### config.mk
export PLATFORM = sky130hd
export DESIGN_NAME = pdp11_fetch
export DESIGN_NICKNAME = d
export VERILOG_FILES = /design/src/rtl/pdp11_fetch_pkg.sv /design/src/rtl/pdp11_fetch_buffer.sv /design/src/rtl/pdp11_fetch.sv
export SDC_FILE = /design/constraint.sdc
export NUM_CORES = 1
export LEC_CHECK = 0
export BUFFER_PORTS_ARGS = -buffer_cell sky130_fd_sc_hd__buf_2
export CORE_ASPECT_RATIO = 1.4
export CORE_MARGIN = 2
export CORE_UTILIZATION = 30
export CTS_CLUSTER_DIAMETER = 200
export DETAILED_ROUTE_END_ITERATION = 6
export PLACE_DENSITY = 0.52
export SLEW_MARGIN = 20
export SYNTH_ARGS = -nofsm -noshare
export SYNTH_HDL_FRONTEND = slang
export SYNTH_SLANG_ARGS = --single-unit
### constraint.sdc
create_clock -name clock -period 4.5 [get_ports clock]
set_input_delay 0 -clock clock [delete_from_list [all_inputs] [get_ports clock]]
set_output_delay 0 -clock clock [all_outputs]
set_load 0.03 [all_outputs]
### src/rtl/pdp11_fetch_pkg.sv
// pdp11_fetch_pkg: shared states, instruction types, reset default and predecode for the PDP-11 fetch unit
package pdp11_fetch_pkg;
  localparam logic [15:0] RESET_PC_DEFAULT = 16'o000000;
  typedef enum logic [1:0] {BOOT, RUN, HALTED} fetch_state_t;
  typedef enum logic [1:0] {SINGLE_OPERAND, DOUBLE_OPERAND_1, DOUBLE_OPERAND_2, CONDITIONAL_BRANCH} instruction_type_t;
  function automatic instruction_type_t predecode(input logic [15:0] w);
    return (w[15:12] inside {[4'd1:4'd6], [4'd9:4'd14]}) ? DOUBLE_OPERAND_1 :
      (w[15:12] == 4'd7) ? DOUBLE_OPERAND_2 :
      (w[15:8] inside {[8'h01:8'h07], [8'h80:8'h87]}) ? CONDITIONAL_BRANCH : SINGLE_OPERAND;
  endfunction
endpackage

### src/rtl/pdp11_fetch_buffer.sv
// pdp11_fetch_buffer: two-entry prefetch FIFO with push, pop and flush
module pdp11_fetch_buffer #(
  parameter int W = 32
) (
  input  logic         clock,
  input  logic         reset,
  input  logic         flush,
  input  logic         push,
  input  logic         pop,
  input  logic [W-1:0] din,
  output logic [W-1:0] dout,
  output logic         full,
  output logic         empty
);
  logic [W-1:0] mem [2];
  logic         rd;
  logic         wr;
  logic [1:0]   cnt;
  assign dout  = mem[rd];
  assign full  = cnt == 2'd2;
  assign empty = cnt == 2'd0;
  always_ff @(posedge clock) begin
    if (reset || flush) begin
      rd  <= 1'b0;
      wr  <= 1'b0;
      cnt <= 2'd0;
    end else begin
      if (push) begin
        mem[wr] <= din;
        wr      <= ~wr;
      end
      if (pop) rd <= ~rd;
      cnt <= cnt + 2'(push) - 2'(pop);
    end
  end
endmodule

### src/rtl/pdp11_fetch.sv
// pdp11_fetch: PDP-11 instruction prefetch unit; define FETCH_ODD_ADDR_TRAP_EN to trap odd redirect targets
module pdp11_fetch
  import pdp11_fetch_pkg::*;
#(
  parameter logic [15:0] RESET_PC  = RESET_PC_DEFAULT,
  parameter int          BUF_DEPTH = 2
) (
  input  logic        clock,
  input  logic        reset,
  output logic        flash_rd,
  output logic [14:0] flash_addr,
  input  logic [15:0] flash_data,
  input  logic        redirect_valid,
  input  logic [15:0] redirect_pc,
  input  logic        halt,
  output logic        instr_valid,
  input  logic        instr_ready,
  output logic [15:0] instr_word,
  output logic [15:0] instr_pc,
  output logic [1:0]  instr_type,
  output logic        odd_addr_err
);
  fetch_state_t state;
  fetch_state_t state_nxt;
  logic [15:0]  pc;
  logic         in_flight;
  logic         err;
  logic         trap;
  logic         pop;
  logic         push;
  logic         full;
  logic         empty;
  logic         room;
  logic [31:0]  head;
`ifdef FETCH_ODD_ADDR_TRAP_EN
  assign trap = redirect_valid && redirect_pc[0];
`else
  assign trap = 1'b0;
`endif
  assign odd_addr_err = err;
  assign room = int'({full, !full && !empty}) + int'(in_flight) < BUF_DEPTH + int'(pop);
  assign flash_rd = !reset && state == RUN && !halt && !redirect_valid && room;
  assign flash_addr = pc[15:1];
  assign instr_valid = !reset && !redirect_valid && !empty;
  assign pop = instr_valid && instr_ready;
  assign push = in_flight && !redirect_valid;
  assign {instr_word, instr_pc} = head;
  assign instr_type = predecode(instr_word);
  pdp11_fetch_buffer #(.W(32)) buffer (
    .clock(clock),
    .reset(reset),
    .flush(redirect_valid),
    .push(push),
    .pop(pop),
    .din({flash_data, pc - 16'd2}),
    .dout(head),
    .full(full),
    .empty(empty)
  );
  always_comb state_nxt = (trap || err) ? HALTED : state == BOOT ? RUN : redirect_valid ? state : halt ? HALTED : RUN;
  always_ff @(posedge clock) begin
    if (reset) begin
      state     <= BOOT;
      pc        <= RESET_PC;
      in_flight <= 1'b0;
      err       <= 1'b0;
    end else begin
      state     <= state_nxt;
      in_flight <= flash_rd;
      err       <= err || trap;
      pc        <= redirect_valid ? (redirect_pc & 16'hfffe) : pc + {14'd0, flash_rd, 1'b0};
    end
  end
endmodule

==> qor.yml, run 1 <==
worst_setup_path:
  r2r_cells: 11
  rr_startpoint: "in_flight"
  path_class: "reg -> reg"
  crit_end: "pc[15]"
  critical_path.startpoint: "in_flight"
  worstPathRequired_ns: 4.75
  cp.arrival_ns: 3.00
  r2r-end: "pc[15]"
  timing.critical_path.fanout_max: 7
  cp-start-kind: "register"
  cp-end-kind: "register"
  rrSetupSlack_ns: 1.75
die:
  start_util: 0.304
  die_w_um: 99.8
  core_area_mm2: 0.0127
  rows: 49
  dieArea_mm2: 0.0138
  ios: 89
  die_h_um: 138
grt:
  grt.total_usage: 0.114
  overflow: 0
  grt_pass1_wl_mm: 12.4
  antenna_found_initial: 0
  grt_max_degree: 32
  grt_pass1_vias: 2585
timing:
  max_slew_margin: 0.490
  fin_setup_tns_ns: 0
  setup_viol: 0
  fin_crit_sh: 0.612
  setup_ws_ns: 1.75
  drv_slew: 0
  fmax_ghz: 0.363
  rsz0062_at_grt: "false"
  finalHoldViolations: 0
  min_period_ns: 2.75
  tightest_slew_ns: 0.764
  skew_ns: 0.00639
placement:
  dp_hpwl_mm: 5.35
  dpl_worst_slack_ns: 1.75
  numPortBuffers: 85
  place_area_mm2: 0.00437
  routabilityCongestion: 0.698
pwr:
  total_power_w: 0.00180
  power.leakage_nw: 1.92
  power_density_mw_per_mm2: 359
  internal-power_w: 0.00141
  clkPwrFrac: 0.425
  p_seq_frac: 0.492
  swShare: 0.218
  switchingPower_w: 0.000393
  peakVddDrop_v: 0.000166
  combinationalPowerShare: 0.084
clocking:
  postCtsSetupRepairBufs: 0
  clk_pin_slew_worst_paths_ns: 0.06
  cts_buffer_depth: 2
  root_buffer: "clkbuf_16"
  cts_tree: "built"
  clk_latency_ns: 0.33
  cts.sinks: 85
  cts_resized: 0
  holdBufCountCts: 33
  numCtsBuffers: 9
  htreeDepth: 3
synth:
  synth_flop_cell: "edfxtp_1"
  ys_types: 45
  yosys.area.top_type_share: 0.483
  synth-seq-area-share: 0.602
  netlist_area_mm2: 0.00386
  synth_top_area_cell: "edfxtp_1"
  ys_seq_elements: 85
  synth.area.top_cells: "edfxtp_1 48%, dfxtp_1 12%, mux2_2 8.2%, xnor2_1 3.6%, xor2_1 2.5%"
  synthCells: 288
  synth_edf_count: 62
  synthArstFlopShare: 0
  avgSynthCellArea_um2: 13.4
  yosysWarningCount: 0
cells_and_area:
  seq_area_mm2: 0.00232
  design_area_mm2: 0.00502
  layout_common_cells: "85 x buf_2, 62 x edfxtp_1, 33 x dlygate4sd3_1"
  fillers: 1228
  insertedDiodeCount: 0
  syn_to_final_growth_pct: 30.2
  multi_input_area_mm2: 0.00138
  fin_nets: 443
  drive_above_1_share: 0.380
  layout_commonest_cell: "buf_2"
outcome:
  status: "completed"
hold_path:
  hp-class: "in -> reg"
detailed_routing:
  postRouteWirelength_mm: 7.65
  vias: 2544
  wl_per_cell_um: 13.7
  antenna_left: 0
  drc_errors: 0
  first_iter_violations: 46
  vias_per_cell: 4.56
  drtPass1Iterations: 4
run:
  maxCapViolCount: 0
-- metal layers --
metal  global-route usage  wire [um]
met1                0.132       3290
met2                0.202       3980
met3               0.0217        280
met4               0.0519        107
met5                    0          0
-- state kept, by name, indices dropped and copies added (netlist names), named ones only --
register	count
buffer.rd	1
state	2
pc	15
buffer.mem	62
in_flight	1
buffer.cnt	2
buffer.wr	1
-- area by class of cell --
cell class                 count  share of cell area
sequential                    85               0.463
multi-input combinational    175               0.275
timing repair buffer         121               0.155
clock buffer                  13              0.0541
tap                          153              0.0381
clock inverter                 3             0.00872
inverter                       8             0.00598
-- power groups by stage --
stage	clock network, W	registers, W	logic [W]
final	0.000765	0.000885	0.000151
after detailed placement	0	0.000902	0.000130
after floorplan	0	0.000904	0.0000903
after global routing	0.000821	0.000888	0.000168
after CTS	0.000791	0.000885	0.000153
after global placement	0	0.000902	0.000127
-- through the flow --
stage	utilization	instances	hold slack, ns
global route	0.396	558	0.0293
floorplan	-	289	0.0793
finish	0.396	558	0.0166
detailed placement	0.345	509	0.195
CTS	0.396	558	0.00170
global placement	0.345	509	0.189
-- worst min-delay path by stage --
stage,startpoint,end,slack [ns],cells past startpoint
final,redirect_valid,pc[5],0.02,3
after global routing,redirect_valid,pc[4],0.03,3
after CTS,redirect_valid,pc[5],0.002,3
after detailed placement,flash_data[7],buffer.mem[0][23],0.19,1
after global placement,flash_data[4],buffer.mem[0][20],0.19,1
after floorplan,halt,in_flight,0.08,1
-- cell families (layout without fill, tap and decap cells) --
| kind of cell | count (synthesis) | after routing | synth area share |
|---|---|---|---|
| flip-flops | 85 | 85 | 0.602 |
| AND/OR/NAND/NOR | 85 | 85 | 0.133 |
| multiplexers | 33 | 33 | 0.0986 |
| buffers and inverters | 29 | 145 | 0.0415 |
| XOR/XNOR | 27 | 27 | 0.0613 |
| AO/OA/AOI/OAI | 22 | 22 | 0.0425 |
| adder cells (fa/ha/maj) | 6 | 6 | 0.0195 |
| other | 1 | 2 | 0.000972 |
-- worst max-delay path: stages (launching register included) --
cell and delay, ns:
dfxtp_1 0.40, ha_1 0.25, nand2b_1 0.16, o21ai_0 0.15, o21ai_0 0.13, nor3_1 0.27
ha_1 0.27, ha_1 0.24, nand3_4 0.14, nor4_2 0.34, xnor2_1 0.11, a211oi_2 0.21
-- cell usage after synthesis, types with 2 or more instances --
master / n
a211oi_1: 6
a211oi_2: 2
a21oi_1: 5
a311oi_1: 2
and2_1: 2
and3_1: 3
buf_2: 4
buf_4: 8
buf_6: 2
clkbuf_1: 5
dfxtp_1: 23
edfxtp_1: 62
ha_1: 6
inv_1: 7
mux2_2: 28
mux2_4: 3
mux2i_1: 2
nand2_1: 16
nand3_1: 6
nand3_4: 2
nor2_1: 25
nor3_1: 9
nor3_2: 2
nor4_1: 2
nor4_2: 4
o21ai_0: 4
or2_2: 3
or3_1: 3
xnor2_1: 16
xor2_1: 11
(Power assumes the default switching activity.)
==> run 2: changes to the inputs <==
- ABC_AREA: default -> 1
- PLACE_DENSITY: 0.52 -> 0.53
- clock period: 4.5 -> 2.4 ns (I/O delays scaled with it)
==> qor.yml, run 2 <==
grt:
  overflow: 0
  grtUsageMet2: 0.229
  busiest_layer: "met2"
  grt_pass1_wl_mm: 14.1
  grt_pass1_vias: 3016
  grt_max_degree: 32
  met1_usage: 0.142
  use_met3: 0.0276
  grt.total_usage: 0.126
  antenna_found_initial: 0
timing:
  min_period_ns: 2.16
  finalHoldViolations: 0
  max_slew_margin: 0.626
  tightest_slew_ns: 0.560
  skew_ns: 0.00570
  fin_setup_tns_ns: 0
  setup_viol: 0
  fmax_ghz: 0.463
  rsz0062_at_grt: "false"
  fin_crit_sh: 0.900
  drv_slew: 0
synth:
  synthCells: 444
  synthArstFlopShare: 0
  yosysMostFrequentCell: "nand2_1"
  synth_xor_area_frac: 0.0366
  synth_common_cells: "151 x nand2_1, 62 x edfxtp_1, 39 x inv_1, 33 x nor2_1, 26 x nand3_1"
  yosys.area.top_type_share: 0.458
  synth.area.top_cells: "edfxtp_1 46%, nand2_1 14%, dfxtp_1 11%, inv_1 3.6%, xor2_1 3.4%"
  avgSynthCellArea_um2: 9.16
  synth_fa_ha_area_frac: 0.0185
  synth_mux_area_frac: 0
  yosys.area_share.simple: 0.269
  synth_flop_cell: "edfxtp_1"
  yosysWarningCount: 0
  synth-seq-area-share: 0.571
  synth_top_area_cell: "edfxtp_1"
  ys_types: 30
  netlist_area_mm2: 0.00407
  synth_edf_count: 62
  synth_top_family_by_area: "simple AND/OR/NAND/NOR gates"
  ys_seq_elements: 85
  synth_compound_area_frac: 0.0277
cells_and_area:
  reg_top3: "buffer.mem x62, pc x15"
  fillers: 1350
  design_area_mm2: 0.00532
  multi_input_area_mm2: 0.00148
  syn_to_final_growth_pct: 30.8
  layout_commonest_cell: "nand2_1"
  drive_above_1_share: 0.245
  largest_reg_flops: 62
  insertedDiodeCount: 0
  top_register: "buffer.mem"
  fin_nets: 598
  layout_common_cells: "151 x nand2_1, 85 x buf_2, 62 x edfxtp_1"
  seq_area_mm2: 0.00232
  postLayoutCoreUtil: 0.399
die:
  ios: 89
  core_area_mm2: 0.0133
  start_util: 0.305
  dieArea_mm2: 0.0145
  rows: 50
  die_h_um: 142
  die_w_um: 102
detailed_routing:
  vias_per_cell: 4.23
  vias: 3137
  wl_per_cell_um: 11.9
  drc_errors: 0
  drtPass1Iterations: 4
  postRouteWirelength_mm: 8.81
  first_iter_violations: 75
  antenna_left: 0
clocking:
  clk_latency_ns: 0.33
  root_buffer: "clkbuf_16"
  htreeDepth: 3
  cts_buffer_depth: 2
  numCtsBuffers: 9
  cts.sinks: 85
  cts_tree: "built"
  clk_pin_slew_worst_paths_ns: 0.06
worst_setup_path:
  crit_path_max_incr_delay_ns: 0.36
  worstPathCellList: "inv_1 -> nand2_1 -> nand3_1 -> o21a_1 -> nor3_4 -> ha_1 -> ha_2 -> nand3_1 -> nor2_4 -> nand3_1 -> nand2_1 -> nand3_1 -> nand2_1 -> inv_1"
  worstPathRequired_ns: 2.64
  path_common_cell: "nand3_1"
  cp.arrival_ns: 2.40
  cp-start-kind: "register"
  timing.critical_path.fanout_max: 5
  slowest_stage: "dfxtp_1"
  path_class: "reg -> reg"
  cp-end-kind: "register"
outcome:
  status: "completed"
placement:
  numPortBuffers: 85
  dp_hpwl_mm: 6.31
  place_area_mm2: 0.00465
  routabilityCongestion: 0.824
run:
  maxCapViolCount: 0
hold_path:
  hp-class: "in -> reg"
pwr:
  peakVddDrop_v: 0.000322
  power.leakage_nw: 2.33
  total_power_w: 0.00356
  power_density_mw_per_mm2: 670
[run 2: cell types whose count changed after synthesis, moves of 7 or more]
cell	change
inv_1	+32
mux2_2	-28
nand2_1	+135
nand2_2	+7
nand3_1	+20
nand4_1	+7
nor2_1	+8
o21ai_0	+8
xnor2_1	-15
[run 2: path summary, 6_finish.rpt]
| path | from | to | slack, ns | cells past startpoint |
|---|---|---|---|---|
| max | buffer.cnt[1] | pc[15] | 0.24 | 14 |
| min | redirect_pc[3] | pc[3] | 0.02 | 5 |
| max reg2reg | buffer.cnt[1] | pc[15] | 0.24 | 14 |
| min reg2reg | buffer.wr | buffer.wr | 0.47 | 2 |
[run 2: kinds of logic (layout without fill, tap and decap cells)]
logic type | Yosys count | in the layout
adders and majority gates | 6 | 6
DFF | 85 | 85
xor gates and xnor gates | 17 | 17
buffers and inverters | 67 | 182
other | 1 | 2
and+or+nand+nor | 246 | 246
AOI/OAI and AO/OA | 22 | 22
[run 2: per-stage QoR]
| stage | setup slack (ns) | hold slack (ns) | instances |
|---|---|---|---|
| 2_1_floorplan | 0.112 | 0.0989 | 445 |
| 3_3_place_gp | 0.229 | 0.191 | 695 |
| 3_5_place_dp | 0.162 | 0.192 | 695 |
| 4_1_cts | 0.151 | 0.0123 | 742 |
| 5_1_grt | 0.0368 | 0.0436 | 742 |
| 6_report | 0.240 | 0.0224 | 742 |
[run 2: repair_timing]
item	CTS	global route
endpoints found under the setup margin	0	2
gates resized for setup	0	3
buffers inserted	0	0
hold endpoints to repair	47	0
hold buffers	31	0
[run 2: per-layer routing]
layer	part of all wire	up-vias
li1	-	1643
met1	0.42	1426
met2	0.54	59
met3	0.031	9
met4	0.016	0
met5	0	-
[run 2: power breakdown]
part           switching (W)  leakage (nW)  internal [W]  total (W)
Combinational       0.000198          1.41      0.000130   0.000327
Sequential         0.0000437         0.749       0.00161    0.00166
Clock               0.000543         0.173       0.00103    0.00158
[run 2: area by class of cell]
class                      instances  area share
timing repair buffer             120       0.144
multi-input combinational        293       0.277
tap                              182      0.0428
sequential                        85       0.437
clock inverter                     5      0.0146
inverter                          46      0.0327
clock buffer                      11      0.0518
[run 2: worst max-delay path, delay by kind of cell, from the launching register on]
kind            cells  cell delay (ns)
compound gates      1             0.24
flops               1             0.36
fa+ha+maj           2             0.44
buf+inv             2             0.11
simple gates        9             0.92
